$ cat src/rtl/dec_ram_pkg.sv
// Shared types and default widths for the hard-decision RAM ping-pong controller.
package dec_ram_pkg;

  typedef enum logic [1:0] {
    EMPTY    = 2'd0,
    FILLING  = 2'd1,
    FULL     = 2'd2,
    DRAINING = 2'd3
  } bank_state_t;

  localparam int DEF_DATA_WIDTH = 1;
  localparam int DEF_ADDR_WIDTH = 8;
  localparam int DEF_CODE_LEN   = 256;
  localparam int DEF_CNT_WIDTH  = 16;

endpackage

$ cat src/rtl/dec_ram_pingpong_ctrl_fifo2.sv
// Two-entry valid/ready output buffer carrying a data word and its last tag.
// The head entry is never overwritten while it is presented, so data/last
// stay stable under backpressure.
module dec_out_fifo2
  import dec_ram_pkg::*;
#(
  parameter int DATA_WIDTH = DEF_DATA_WIDTH
) (
  input  logic                  clk,
  input  logic                  rst_n,
  input  logic                  push,
  input  logic [DATA_WIDTH-1:0] push_data,
  input  logic                  push_last,
  input  logic                  ready,
  output logic                  valid,
  output logic [DATA_WIDTH-1:0] data,
  output logic                  last,
  output logic [1:0]            count
);

  logic [DATA_WIDTH:0] mem [0:1];
  logic                rd_ptr;
  logic                wr_ptr;
  logic                pop;

  assign valid = (count != 2'd0);
  assign pop   = valid && ready;
  assign {last, data} = mem[rd_ptr];

  // Storage, pointers and occupancy; the caller never pushes into a full buffer.
  always_ff @(posedge clk) begin
    if (!rst_n) begin
      mem[0] <= '0;
      mem[1] <= '0;
      rd_ptr <= 1'b0;
      wr_ptr <= 1'b0;
      count  <= 2'd0;
    end else begin
      if (push) begin
        mem[wr_ptr] <= {push_last, push_data};
        wr_ptr      <= ~wr_ptr;
      end
      if (pop) begin
        rd_ptr <= ~rd_ptr;
      end
      case ({push, pop})
        2'b10:   count <= count + 2'd1;
        2'b01:   count <= count - 2'd1;
        default: count <= count;
      endcase
    end
  end

endmodule

$ cat src/rtl/dec_ram_pingpong_ctrl.sv
// Ping-pong controller for the two-bank hard-decision RAM: the decoder fills
// bank wb while the completed codeword in bank rb is streamed out.
//
// Per-bank state | meaning
// EMPTY          | no codeword held, writer may start here
// FILLING        | writer has stored part of a codeword
// FULL           | codeword complete, no read issued yet
// DRAINING       | reads in progress, freed on the out_last handshake
module dec_ram_pingpong_ctrl
  import dec_ram_pkg::*;
#(
  parameter int DATA_WIDTH = DEF_DATA_WIDTH,
  parameter int ADDR_WIDTH = DEF_ADDR_WIDTH,
  parameter int CODE_LEN   = DEF_CODE_LEN,
  parameter int CNT_WIDTH  = DEF_CNT_WIDTH
) (
  input  logic                  clk,
  input  logic                  rst_n,
  input  logic                  wr_valid,
  output logic                  wr_ready,
  input  logic [ADDR_WIDTH-1:0] wr_addr,
  input  logic [DATA_WIDTH-1:0] wr_data,
  input  logic                  wr_last,
  output logic                  out_valid,
  input  logic                  out_ready,
  output logic [DATA_WIDTH-1:0] out_data,
  output logic                  out_last,
  output logic [ADDR_WIDTH-1:0] ram_address  [0:1],
  output logic [DATA_WIDTH-1:0] ram_data_in  [0:1],
  output logic                  ram_we       [0:1],
  output logic                  ram_cs       [0:1],
  input  logic [DATA_WIDTH-1:0] ram_data_out [0:1],
  output logic [CNT_WIDTH-1:0]  frames_out,
  output logic                  busy
);

  localparam logic [ADDR_WIDTH-1:0] LAST_ADDR = ADDR_WIDTH'(CODE_LEN - 1);

  bank_state_t           state     [0:1];
  bank_state_t           state_nxt [0:1];
  logic                  wb;
  logic                  rb;
  logic                  run;
  logic [ADDR_WIDTH-1:0] rd_cnt;
  logic                  rd_done;
  logic                  rd_pend;
  logic                  rd_pend_last;
  logic [CNT_WIDTH-1:0]  frames_cnt;

  logic                  wr_fire;
  logic                  rd_issue;
  logic                  rd_last;
  logic                  out_fire;
  logic [1:0]            fifo_count;
  logic [1:0]            occupancy;
  logic                  fifo_valid;
  logic                  fifo_last;
  logic [DATA_WIDTH-1:0] fifo_data;

  // run holds everything quiet for one cycle after reset is released.
  assign wr_ready  = rst_n && run && (state[wb] == EMPTY || state[wb] == FILLING);
  assign wr_fire   = wr_valid && wr_ready;

  // The word leaving the buffer this cycle frees its slot, which keeps
  // the stream at one word per cycle when out_ready stays high.
  assign occupancy = fifo_count + {1'b0, rd_pend} - {1'b0, out_fire};
  assign rd_last   = (rd_cnt == LAST_ADDR);
  assign rd_issue  = rst_n && run && !rd_done && (occupancy < 2'd2) &&
                     (state[rb] == FULL || state[rb] == DRAINING);

  assign out_valid  = rst_n && fifo_valid;
  assign out_last   = out_valid && fifo_last;
  assign out_data   = rst_n ? fifo_data : '0;
  assign out_fire   = out_valid && out_ready;
  assign frames_out = frames_cnt;
  assign busy       = (state[0] != EMPTY) || (state[1] != EMPTY) || fifo_valid;

  // RAM port steering; bank states keep the write and read banks distinct.
  always_comb begin
    for (int b = 0; b < 2; b++) begin
      ram_cs[b]      = 1'b0;
      ram_we[b]      = 1'b0;
      ram_address[b] = '0;
      ram_data_in[b] = '0;
    end
    if (wr_fire) begin
      ram_cs[wb]      = 1'b1;
      ram_we[wb]      = 1'b1;
      ram_address[wb] = wr_addr;
      ram_data_in[wb] = wr_data;
    end
    if (rd_issue) begin
      ram_cs[rb]      = 1'b1;
      ram_address[rb] = rd_cnt;
    end
  end

  // Per-bank next state from write acceptance, first read and drain completion.
  always_comb begin
    state_nxt[0] = state[0];
    state_nxt[1] = state[1];
    if (wr_fire) begin
      state_nxt[wb] = wr_last ? FULL : FILLING;
    end
    if (rd_issue && state[rb] == FULL) begin
      state_nxt[rb] = DRAINING;
    end
    if (out_fire && fifo_last) begin
      state_nxt[rb] = EMPTY;
    end
  end

  // Bank states, pointers, read sequencing and the completed-frame count.
  always_ff @(posedge clk) begin
    if (!rst_n) begin
      state[0]     <= EMPTY;
      state[1]     <= EMPTY;
      wb           <= 1'b0;
      rb           <= 1'b0;
      run          <= 1'b0;
      rd_cnt       <= '0;
      rd_done      <= 1'b0;
      rd_pend      <= 1'b0;
      rd_pend_last <= 1'b0;
      frames_cnt   <= '0;
    end else begin
      run          <= 1'b1;
      state        <= state_nxt;
      rd_pend      <= rd_issue;
      rd_pend_last <= rd_issue && rd_last;
      if (wr_fire && wr_last) begin
        wb <= ~wb;
      end
      if (rd_issue) begin
        if (rd_last) begin
          rd_done <= 1'b1;
        end else begin
          rd_cnt <= rd_cnt + ADDR_WIDTH'(1);
        end
      end
      if (out_fire && fifo_last) begin
        rb         <= ~rb;
        rd_cnt     <= '0;
        rd_done    <= 1'b0;
        frames_cnt <= frames_cnt + CNT_WIDTH'(1);
      end
    end
  end

  // rb cannot move while a read is in flight, so it still selects the source bank.
  dec_out_fifo2 #(
    .DATA_WIDTH(DATA_WIDTH)
  ) u_out_fifo (
    .clk       (clk),
    .rst_n     (rst_n),
    .push      (rd_pend),
    .push_data (ram_data_out[rb]),
    .push_last (rd_pend_last),
    .ready     (out_ready),
    .valid     (fifo_valid),
    .data      (fifo_data),
    .last      (fifo_last),
    .count     (fifo_count)
  );

endmodule

$ cat config.mk
export PLATFORM = sky130hd
export DESIGN_NAME = dec_ram_pingpong_ctrl
export DESIGN_NICKNAME = d
export VERILOG_FILES = /design/src/rtl/dec_ram_pkg.sv /design/src/rtl/dec_ram_pingpong_ctrl_fifo2.sv /design/src/rtl/dec_ram_pingpong_ctrl.sv
export SDC_FILE = /design/constraint.sdc
export NUM_CORES = 1
export LEC_CHECK = 0
export CORE_MARGIN = 5
export CORE_UTILIZATION = 40
export CTS_CLUSTER_SIZE = 20
export DETAILED_ROUTE_END_ITERATION = 7
export MAX_ROUTING_LAYER = met4
export PLACE_DENSITY_LB_ADDON = 0.08
export SLEW_MARGIN = 25
export SYNTH_ARGS = -nofsm -noshare
export SYNTH_HDL_FRONTEND = slang
export SYNTH_SLANG_ARGS = --single-unit
$ cat constraint.sdc
create_clock -name clk -period 2.7 [get_ports clk]
set_clock_uncertainty 0.05 [all_clocks]
set_input_delay 0.54 -clock clk [delete_from_list [all_inputs] [get_ports clk]]
set_output_delay 0.54 -clock clk [all_outputs]
set_load 0.005 [all_outputs]
## After elaboration in Yosys (flattened, before gate mapping)

Memory sizes are Yosys's and may differ from the RTL's. A register that Yosys moved wholly into a read port is not among the register bits.
Index checks and enable logic that the tools add are counted.

| word-level totals | value |
|---|---|
| output and inout bits | 43 |
| word-level logic and storage cells | 119 |
| register bits after elaboration | 38 |
| memories kept | 1 |
| bits in writable memories | 4 |

Memory list:

| name | depth | bits a word | read ports | clocked after Yosys merged registers in | wr ports | line | source |
|---|---|---|---|---|---|---|---|
| u_out_fifo.mem | 2 | 2 | 1 | 1 | 2 | dec_ram_pingpong_ctrl_fifo2.sv:21 | `logic [DATA_WIDTH:0] mem [0:1];` |

| operators by class | value |
|---|---|
| add/sub/neg operators | 6 |
| $lt $le $gt $ge | 5 |
| multiplexer cells | 44 |
| equal/unequal tests | 6 |
| bitwise gates (word level) | 14 |
| reductions and logical operators | 30 |

Operators with widths:

| operator | number |
|---|---|
| 16-bit two-way mux | 2 |
| 2-bit two-way mux | 13 |
| 16-bit by 1-bit adder with 16-bit output (second input constant) | 1 |
| 16-bit AND | 1 |
| 16-bit bitwise mux | 1 |
| 8-bit demux with 1-bit select | 2 |
| 1-bit logical AND | 16 |
| 8-bit two-way mux | 2 |
| 1-bit two-way mux | 15 |
| 4-bit two-way mux | 3 |
| 8-bit by 1-bit adder with 8-bit output (second input constant) | 1 |
| 8-bit == test (second input constant) | 1 |
| 2-bit nonzero test | 4 |
| 2-bit == test (second input constant) | 3 |
| 1-bit inverter | 6 |
| 4-bit AND | 1 |
| 4-bit bitwise mux | 1 |
| 2-bit demux with 1-bit select | 2 |
| 2-bit by 1-bit == test with 1-bit output (second input constant) | 2 |
| 2-bit greater-or-equal comparator (second input constant) | 2 |
| 1-bit logical OR | 4 |
| 2-bit by 1-bit less-than comparator with 1-bit output (second input constant) | 2 |
| 1-bit inverter with 2-bit output | 2 |
| 4-bit inverter | 1 |
| 14 further kinds | 17 |

## Longest topological paths before layout

Gate-level depths: netlist (run 1).

| depth | value |
|---|---|
| depth in word-level cells | 13 |
| depth in mapped cells | 10 |
| mapped depth without buffers | 9 |

## Modules after synthesis

A second synthesis (run 1) with hierarchy kept.

| second synthesis, totals | value |
|---|---|
| cells, all modules | 256 |
| area total of the unflattened synthesis | 2,249.7 µm² |

Modules (own cells, without submodules):

| module | instances | sequential area each (µm²) | area an instance (µm²) | cells each |
|---|---|---|---|---|
| dec_ram_pingpong_ctrl | 1 | 680.7 | 1,861.8 | 220 |
| dec_out_fifo2 | 1 | 220.2 | 387.9 | 36 |

## Least setup slack after synthesis (run 1)

OpenSTA, ideal clock, no wires.

| path | value |
|---|---|
| path kind | input to output |
| from | input rst_n |
| to | output ram_cs[1] (netlist bit) |
| data arrival time | 2,074 ps |
| required time | 2,110 ps |
| path buffers | 1 |
| path slack | 36 ps |
| stages | 7 |
| path through | clkbuf_1 > and2_1 > ha_1 > and2b_1 > xor2_1 > nor3_4 > or2_2 |

RTL lines:

| what | line | source |
|---|---|---|
| start: declaration | dec_ram_pingpong_ctrl.sv:18 | `input logic rst_n,` |
| end: declaration | dec_ram_pingpong_ctrl.sv:31 | `output logic ram_cs [0:1],` |

==> metrics.txt, run 1 <==
status=complete, but fails checks; violations in the final reports=negative setup slack; CTS root buffer=clkbuf_8; pin count of the biggest net entering global routing=18; layout cells sized above 1=between 20% and 30%; Antenna Violating Nets Remaining=0; most frequent cells in the layout=clkdlybuf4s50_1 (38), dfxtp_1 (37), buf_4 (35); vias in the first global route=between 2000 and 2500; Post-Syn Area per Cell=around 9.3 um2; area grow syn2layout=51.01%; post-synthesis sequential area ratio=roughly two fifths; CTS buffer count=5; first drt pass iteration count=4; Cell Pwr Density=approximately 370 nW/um2; residual DRC count=0; final setup margin=-0.1916 ns; period utilisation layout=107.1%; Synth cell types=47; #FFs+latches synth=43; Core ar.=~5500 um2; crit start category=flip-flop; Worst Max-Slew Pin Slew=~0.47 ns; Arr. time, crit path=roughly 2.3 ns; number of warnings issued by yosys=0; max capacitance violation total=0; most common cell after layout, fill and taps aside=clkdlybuf4s50_1; Net Switching=between 200 and 300 uW; Max Clk Rate=~350 MHz; CP startpoint=u_out_fifo.count[1]$_SDFFE_PN0P_; initial antenna violation count=0; Synth Flop Type=dfxtp_1; async set or reset register ratio after synthesis=0%; Post-Syn Area=approximately 2200 um2; Mapped Cells=between 200 and 250; cells on worst reg2reg path=10; Sw Ratio=23.06%; die area=about 7000 um2; All-Layer GR Usage=18.56%; Tmin final=a little under 3 ns; hold crit path type=reg -> reg; fin cells=roughly 420; DRT Wirelength=~6000 um; Slew Limit Fails=0; port buffer count=58; Setup crit end=ram_address[6]; combinational share of power=a little over a tenth; Die Ht=approximately 85 um; # H-tree levels=2; Final setup viols=20; worst-skew pair later-pin latency=around 0.30 ns; r2r setup slk=0.42 ns; ant diodes=0; critical path endpoint category=output port; reg2reg end=rd_cnt[7]$_SDFFE_PP0P_; Max IR drop VDD=214.0 uV; initial core utilization=around 41%; vias per inst=between 5 and 6; first-pass GRT wire length=10430 um; fillcell total=around 500; Setup TNS=-1.858 ns; nets@finish=between 300 and 400; CP Data Required Time=between 2 and 2.5 ns; io pins=59; cell internal pwr=960.2 uW; busiest metal layer after global routing=met2; grt met1 use=~23%; clock share of power=between 30 and 40%; Placed Cells=391; Leakage=0.001388 uW; EDFF count, synth=4; global routing usage on met2=between 20% and 30%; Rows=27; TritonCTS Sinks=43; crit path kind=reg -> out; DPL Wire Length=a little under 4000 um; post-detailed-route wirelength per cell=14.48 um; clk slew on worst S/H paths=around 0.080 ns; RSZ-0062 raised after global routing=true; Crit Path Max Fanout=3; DR iter-0 viols=between 40 and 50; met3 Use GR=approximately 5.0%; CTS tree=yes; Syn Nets=262; worst-case clock buffer depth=2; sequential power share=a little over half; final hold violations=0; FF-to-FF Start=u_out_fifo.count[1]$_SDFFE_PN0P_; total gr overflow=0; DIE WIDTH=84.83 um; DR vias=between 2000 and 2500; RePlAce Congestion=approximately 0.74; Rel. slew slack=67.76%
[cells in the mapped netlist, drive strengths merged (2+ instances only)]
cell type	instances	area share, %
a21boi	4	1.3
a21oi	11	2.5
a22o	16	6.3
and2	19	5.3
and3	4	1.2
buf	4	1.3
clkbuf	5	0.84
dfxtp	39	35
edfxtp	4	5.4
ha	4	2.2
inv	5	0.84
mux2	2	1.0
mux2i	6	2.7
nand2	22	3.8
nand2b	3	0.84
nand3	10	2.7
nand4	9	2.5
nor2	13	2.2
nor2b	5	1.4
nor3	7	2.6
nor4	3	1.5
o21a	2	0.67
o21ai	7	1.7
or2	3	0.84
or3	6	2.0
xnor2	13	5.4
xor2	9	3.9
[registers in the layout (all words and copies together), names as in the netlist, named ones only]
signal	count
rd_pend_last	1
u_out_fifo.mem	4
rd_cnt	8
state	4
wb	1
frames_out	16
rd_done	1
u_out_fifo.rd_ptr	1
rd_pend	1
rb	1
run	1
u_out_fifo.wr_ptr	1
u_out_fifo.count	2
[layer usage]
metal,vias to the layer above,part of all wire [%]
met1,981,46
li1,1055,-
met4,0,1.3
met5,-,0
met3,7,5.9
met2,54,47
[repair_timing]
item,4_1_cts,5_1_grt
gates cloned,3,0
pin swaps,17,7
hold buffers,0,0
gates resized for setup,109,1
endpoints found under the setup margin,26,20
setup buffers,17,1
[through the flow]
step / setup WS [ns] / area (um2) / hold slack [ns] / utilization [%] / power (uW)
detailed placement: -0.9012 / 3085 / 0.4224 / 56.38 / 784.3
floorplan: 0.03618 / 2240 / 0.4017 / - / 715.1
finish: -0.1916 / 3382 / 0.4300 / 61.80 / 1248
CTS: -0.2044 / 3417 / 0.4343 / 62.44 / 1256
global route: -0.2706 / 3382 / 0.4807 / 61.80 / 1297
global placement: -0.8944 / 3085 / 0.4108 / 56.38 / 783.8
[power by group through the flow]
stage,combinational [uW],clock (uW),sequential [uW]
2_1_floorplan,45.1,0,670
3_3_place_gp,113,0,671
3_5_place_dp,114,0,671
4_1_cts,131,469,656
5_1_grt,141,498,658
6_report,129,462,657
[how the worst min path moves through the flow]
stage / from / endpoint / slack [ns] / depth (start not counted)
after detailed placement: u_out_fifo.wr_ptr$_SDFFE_PN0P_ / u_out_fifo.wr_ptr$_SDFFE_PN0P_ / 0.42 / 2
after floorplan: u_out_fifo.wr_ptr$_SDFFE_PN0P_ / u_out_fifo.wr_ptr$_SDFFE_PN0P_ / 0.40 / 2
after global placement: u_out_fifo.wr_ptr$_SDFFE_PN0P_ / u_out_fifo.wr_ptr$_SDFFE_PN0P_ / 0.41 / 2
after CTS: u_out_fifo.wr_ptr$_SDFFE_PN0P_ / u_out_fifo.wr_ptr$_SDFFE_PN0P_ / 0.43 / 2
after global routing: u_out_fifo.wr_ptr$_SDFFE_PN0P_ / u_out_fifo.wr_ptr$_SDFFE_PN0P_ / 0.48 / 2
final: u_out_fifo.wr_ptr$_SDFFE_PN0P_ / u_out_fifo.wr_ptr$_SDFFE_PN0P_ / 0.43 / 2
[area by class of cell]
class,count,area (um2),share of cell area (%)
multi-input combinational,186,1374,40.62
tap,72,90.09,2.664
inverter,5,18.77,0.5549
sequential,43,903.4,26.71
clock buffer,8,100.1,2.960
timing repair buffer,103,895.9,26.49
[logic make-up after synthesis]
kind of cell | count (synthesis) | share of synthesized area, %
DFF | 43 | 40.22
and+or+nand+nor | 108 | 28.16
adders and majority gates | 4 | 2.235
xor gates and xnor gates | 22 | 9.274
muxes | 8 | 3.687
buffers and inverters | 14 | 2.961
AOI/OAI and AO/OA | 43 | 13.46
[worst max-delay path: stages, from the launching register on]
cell and delay, ns:
dfxtp_2 0.34, nor2_4 0.14, nor2b_4 0.05, and2_4 0.14
ha_4 0.22, and2b_4 0.30, xnor2_4 0.09, and3_4 0.18
buf_6 0.12, buf_6 0.11, a22o_1 0.18, buf_2 0.13
Note: power is estimated with default switching activity, not from simulation.
==> run 2: changes to the inputs <==
--- a/config.mk
+++ b/config.mk
@@ -5,8 +5,9 @@
 export SDC_FILE = /design/constraint.sdc
 export NUM_CORES = 1
 export LEC_CHECK = 0
+export CAP_MARGIN = 10
 export CORE_MARGIN = 5
-export CORE_UTILIZATION = 40
+export CORE_UTILIZATION = 44
 export CTS_CLUSTER_SIZE = 20
 export DETAILED_ROUTE_END_ITERATION = 7
 export MAX_ROUTING_LAYER = met4
==> metrics.txt, run 2 (synthesized netlist as in run 1, its figures left out) <==
status=complete, but fails checks (unchanged); violations in the final reports=negative setup slack (unchanged); Rows=26 (was 27); io pins=59 (unchanged); Rel. slew slack=71.17% (was 67.76%); CTS Hold Bufs=0 (unchanged); Max Clk Rate=330.5 MHz (was 345.8 MHz); pin count of the biggest net entering global routing=18 (unchanged); Slew Limit Fails=0 (unchanged); DRT Wirelength=6229 um (was 6037 um); Antenna Violating Nets Remaining=0 (unchanged); residual DRC count=0 (unchanged); CTS buffer count=5 (unchanged); nets@finish=377 (was 364); DPL Wire Length=3885 um (was 3961 um); area grow syn2layout=55.08% (was 51.01%); first-pass GRT wire length=10320 um (was 10430 um); layout cells sized above 1=31.28% (was 28.41%); clk slew on worst S/H paths=0.08 ns (about the same); DIE WIDTH=81.35 um (was 84.83 um); Final Util=69.33% (was 61.80%); Tmin final=3.026 ns (was 2.892 ns); port buffer count=58 (unchanged); Arr. time, crit path=2.44 ns (was 2.30 ns); fin cells=428 (was 417); Die Ht=81.35 um (was 84.83 um); period utilisation layout=112.1% (was 107.1%); initial antenna violation count=0 (unchanged); Placed Cells=388 (was 391); Core ar.=5010 um2 (was 5473 um2); dpl cell area=3075 um2 (was 3085 um2); Max IR drop VDD=178.9 uV (was 214.0 uV); Cell Pwr Density=346.3 nW/um2 (was 369.0 nW/um2); hold crit path type=reg -> reg (unchanged); ant diodes=0 (unchanged); CTS tree=yes (unchanged); number of flip-flops in the largest register=16 (unchanged); critical path endpoint category=output port (unchanged); worst-skew pair later-pin latency=0.30 ns (about the same); worst-case clock buffer depth=2 (unchanged); Worst Max-Slew Pin Slew=0.4204 ns (was 0.4702 ns); Final setup viols=18 (was 20); final hold violations=0 (unchanged); initial core utilization=44.71% (was 40.92%); most frequent cells in the layout=buf_4 (46), dfxtp_1 (37), clkdlybuf4s50_1 (36) (was clkdlybuf4s50_1 (38), dfxtp_1 (37), buf_4 (35)); post-detailed-route wirelength per cell=14.55 um (was 14.48 um); vias per inst=5.157 (was 5.029); first drt pass iteration count=4 (unchanged); CP Data Required Time=2.11 ns (about the same); crit start category=input port (was flip-flop); crit path kind=in -> out (was reg -> out); CTS root buffer=clkbuf_8 (unchanged); max capacitance violation total=0 (unchanged); most common cell after layout, fill and taps aside=buf_4 (was clkdlybuf4s50_1); die area=6617 um2 (was 7195 um2); DR iter-0 viols=103 (was 49); vias in the first global route=2205 (was 2169); final setup margin=-0.3258 ns (was -0.1916 ns); Crit Path Max Fanout=3 (unchanged); Setup TNS=-3.804 ns (was -1.858 ns); RSZ-0062 raised after global routing=true (unchanged); Leakage=0.001459 uW (was 0.001388 uW); Final Instance Area=3473 um2 (was 3382 um2); TritonCTS Sinks=43 (unchanged); total gr overflow=0 (unchanged); All-Layer GR Usage=20.88% (was 18.56%); # H-tree levels=2 (unchanged); DR vias=2207 (was 2097); RePlAce Congestion=0.7481 (was 0.7432); WHS=0.4573 ns (was 0.4300 ns)
run 2: cell types whose count changed in the layout (fill, tap and decap cells not counted), moves of 2 or more:
cell             change
clkdlybuf4s50_1      -2
buf_4               +11
dlygate4sd2_1        +2
clkbuf_8             -2
run 2: where the power goes:
part	internal (uW)	switching [uW]	total, uW
combinational	81.2	56.3	138
sequential	651	6.29	657
clock	182	227	408
run 2: metal layers:
metal | global-route usage [%] | share of wire [%]
met5 | - | 0
met4 | 6.926 | 1.2
met3 | 3.659 | 5.2
met2 | 34.93 | 48
met1 | 25.32 | 45
run 2: what timing repair did:
action                     CTS  global route
setup endpoints to repair   26            20
resized for setup          108             3
gates cloned                 4             0
buffers inserted            27             3
pin swaps                   23            12
run 2: path summary, 6_finish.rpt:
kind | startpoint | endpoint | slack, ns | cells past startpoint
worst max register to register | u_out_fifo.count[1]$_SDFFE_PN0P_ | rd_cnt[7]$_SDFFE_PP0P_ | 0.25 | 11
worst max-delay path | rst_n | ram_address[3] | -0.33 | 11
worst min-delay path | u_out_fifo.wr_ptr$_SDFFE_PN0P_ | u_out_fifo.wr_ptr$_SDFFE_PN0P_ | 0.46 | 2
worst min register to register | u_out_fifo.wr_ptr$_SDFFE_PN0P_ | u_out_fifo.wr_ptr$_SDFFE_PN0P_ | 0.46 | 2
run 2: per-stage QoR:
| step | power [uW] | worst slack [ns] |
|---|---|---|
| floorplan | 715.1 | 0.03618 |
| global placement | 784.3 | -0.9460 |
| detailed placement | 784.1 | -0.9572 |
| CTS | 1204 | -0.3126 |
| global route | 1241 | -0.3836 |
| finish | 1203 | -0.3258 |
run 2: layout make-up:
type	instances	area (um2)
clock buffer	6	72.57
clock inverter	2	11.26
fill	411	1536
inverter	5	18.77
multi-input combinational	186	1373
sequential	43	903.4
tap	70	87.58
timing repair buffer	116	1007
run 2: critical path, cell delays in order:
cell           delay (ns)
dlygate4sd2_1        0.25
and2_4               0.17
ha_4                 0.25
and2b_2              0.24
buf_6                0.13
xnor2_4              0.13
and3_4               0.20
buf_6                0.12
buf_6                0.11
a22o_1               0.17
buf_2                0.13
==> run 3: changes to the inputs <==
--- a/config.mk
+++ b/config.mk
@@ -11,7 +11,7 @@
 export CTS_CLUSTER_SIZE = 20
 export DETAILED_ROUTE_END_ITERATION = 7
 export MAX_ROUTING_LAYER = met4
-export PLACE_DENSITY_LB_ADDON = 0.08
+export PLACE_DENSITY = 0.76
 export SLEW_MARGIN = 25
 export SYNTH_ARGS = -nofsm -noshare
 export SYNTH_HDL_FRONTEND = slang
==> metrics.txt, run 3 (synthesized netlist as in run 1, its figures left out) <==
CP Data Required Time=2.11 ns (about the same); CTS root buffer=clkbuf_8 (unchanged); Tmin final=2.979 ns (was 3.026 ns); Slew Limit Fails=0 (unchanged); DPL Wire Length=4024 um (was 3885 um); fin cells=417 (was 428); Max IR drop VDD=267.2 uV (was 178.9 uV); DR vias=2158 (was 2207); Final Instance Area=3442 um2 (was 3473 um2); dpl cell area=3083 um2 (was 3075 um2); first drt pass iteration count=4 (unchanged); status=complete, but fails checks (unchanged); Final setup viols=18 (unchanged); Crit Path Max Fanout=3 (unchanged); worst-case clock buffer depth=2 (unchanged); pin count of the biggest net entering global routing=18 (unchanged); most common cell after layout, fill and taps aside=dfxtp_1 (was buf_4); area grow syn2layout=53.69% (was 55.08%); Rows=26 (unchanged); residual DRC count=0 (unchanged); hold crit path type=reg -> reg (unchanged); CTS buffer count=5 (unchanged); Setup TNS=-3.328 ns (was -3.804 ns); worst-skew pair later-pin latency=0.29 ns (was 0.30 ns); # H-tree levels=2 (unchanged); All-Layer GR Usage=20.95% (was 20.88%); r2r setup slk=0.31 ns (was 0.25 ns); DR iter-0 viols=99 (was 103); FF-to-FF Start=u_out_fifo.count[1]$_SDFFE_PN0P_ (unchanged); Leakage=0.001432 uW (was 0.001459 uW); crit path kind=reg -> out (was in -> out); max capacitance violation total=0 (unchanged); final setup margin=-0.2792 ns (was -0.3258 ns); fillcell total=393 (was 411); nets@finish=366 (was 377); period utilisation layout=110.3% (was 112.1%); Max Clk Rate=335.7 MHz (was 330.5 MHz); total gr overflow=0 (unchanged); Worst Max-Slew Pin Slew=0.4379 ns (was 0.4204 ns); Die Ht=81.35 um (unchanged); vias in the first global route=2118 (was 2205); DRT Wirelength=6256 um (was 6229 um); vias per inst=5.175 (was 5.157); initial antenna violation count=0 (unchanged); number of flip-flops in the largest register=16 (unchanged); TritonCTS Sinks=43 (unchanged); Cell Pwr Density=375.8 nW/um2 (was 346.3 nW/um2); final hold violations=0 (unchanged); layout cells sized above 1=29.68% (was 31.28%); die area=6617 um2 (unchanged); ant diodes=0 (unchanged); initial core utilization=44.71% (unchanged); RePlAce Congestion=0.7592 (was 0.7481); port buffer count=58 (unchanged); crit start category=flip-flop (was input port); Final Util=68.71% (was 69.33%); CTS tree=yes (unchanged); most frequent cells in the layout=dfxtp_1 (37), clkdlybuf4s50_1 (36), buf_4 (34) (was buf_4 (46), dfxtp_1 (37), clkdlybuf4s50_1 (36)); Core ar.=5010 um2 (unchanged); CTS Hold Bufs=0 (unchanged); clk slew on worst S/H paths=0.08 ns (about the same); io pins=59 (unchanged); Placed Cells=389 (was 388); Arr. time, crit path=2.39 ns (was 2.44 ns); CP startpoint=u_out_fifo.count[1]$_SDFFE_PN0P_ (was rst_n); first-pass GRT wire length=10410 um (was 10320 um); WHS=0.4296 ns (was 0.4573 ns); DIE WIDTH=81.35 um (unchanged); critical path endpoint category=output port (unchanged); Antenna Violating Nets Remaining=0 (unchanged); Rel. slew slack=69.97% (was 71.17%); post-detailed-route wirelength per cell=15.00 um (was 14.55 um); Min-Delay Startpoint=u_out_fifo.wr_ptr$_SDFFE_PN0P_ (unchanged); violations in the final reports=negative setup slack (unchanged); RSZ-0062 raised after global routing=true (unchanged)
==> run 3: what timing repair did <==
item / CTS / global route
resized for setup: 112 / 6
gates cloned: 3 / 0
buffers inserted: 17 / 3
pin swaps: 16 / 11
setup endpoints to repair: 26 / 20
==> run 3: power breakdown <==
part	leakage, uW	total [uW]	internal [uW]	switching, uW
Clock	0.0000581	504	276	229
Combinational	0.00102	132	76.7	55.4
Sequential	0.000356	657	651	6.49
==> run 3: worst max-delay path: stages (launching register included) <==
cell     delay [ns]
dfxtp_2        0.34
nor2_4         0.13
nor2b_4        0.05
and2_4         0.14
ha_4           0.24
and2b_2        0.21
buf_6          0.12
xnor2_4        0.13
and3_4         0.21
buf_6          0.12
buf_6          0.10
a22o_1         0.17
buf_2          0.12
==> run 3: final cells by class <==
cell class	instances	area (um2)	share of cell area, %
clock buffers	5	68.82	1.999
inverters	5	18.77	0.5453
clock inverters	3	43.79	1.272
flip-flops and latches	43	903.4	26.24
well taps	70	87.58	2.545
multi-input cells	186	1385	40.24
repair buffers	105	934.6	27.15
==> run 3: stage by stage <==
stage                     setup WS [ns]  power [uW]
after floorplan                 0.03618       715.1
after global placement          -0.9148       783.9
after CTS                       -0.3288        1296
final                           -0.2792        1293
after detailed placement        -0.9829       786.3
after global routing            -0.3731        1343
==> run 3: final timing paths <==
path,end,depth (start not counted)
worst max-delay path,ram_address[1],12
worst max register to register,rd_cnt[5]$_SDFFE_PP0P_,11
worst min register to register,u_out_fifo.wr_ptr$_SDFFE_PN0P_,2
worst min-delay path,u_out_fifo.wr_ptr$_SDFFE_PN0P_,2
==> run 3: layer usage <==
metal	track usage (%)	part of all wire [%]	vias to the layer above	routed length (um)
li1	-	-	1061	-
met1	24.09	42	1035	2639
met2	35.02	52	53	3252
met3	4.213	3.8	9	239
met4	9.459	2.0	0	125
met5	-	0	-	0
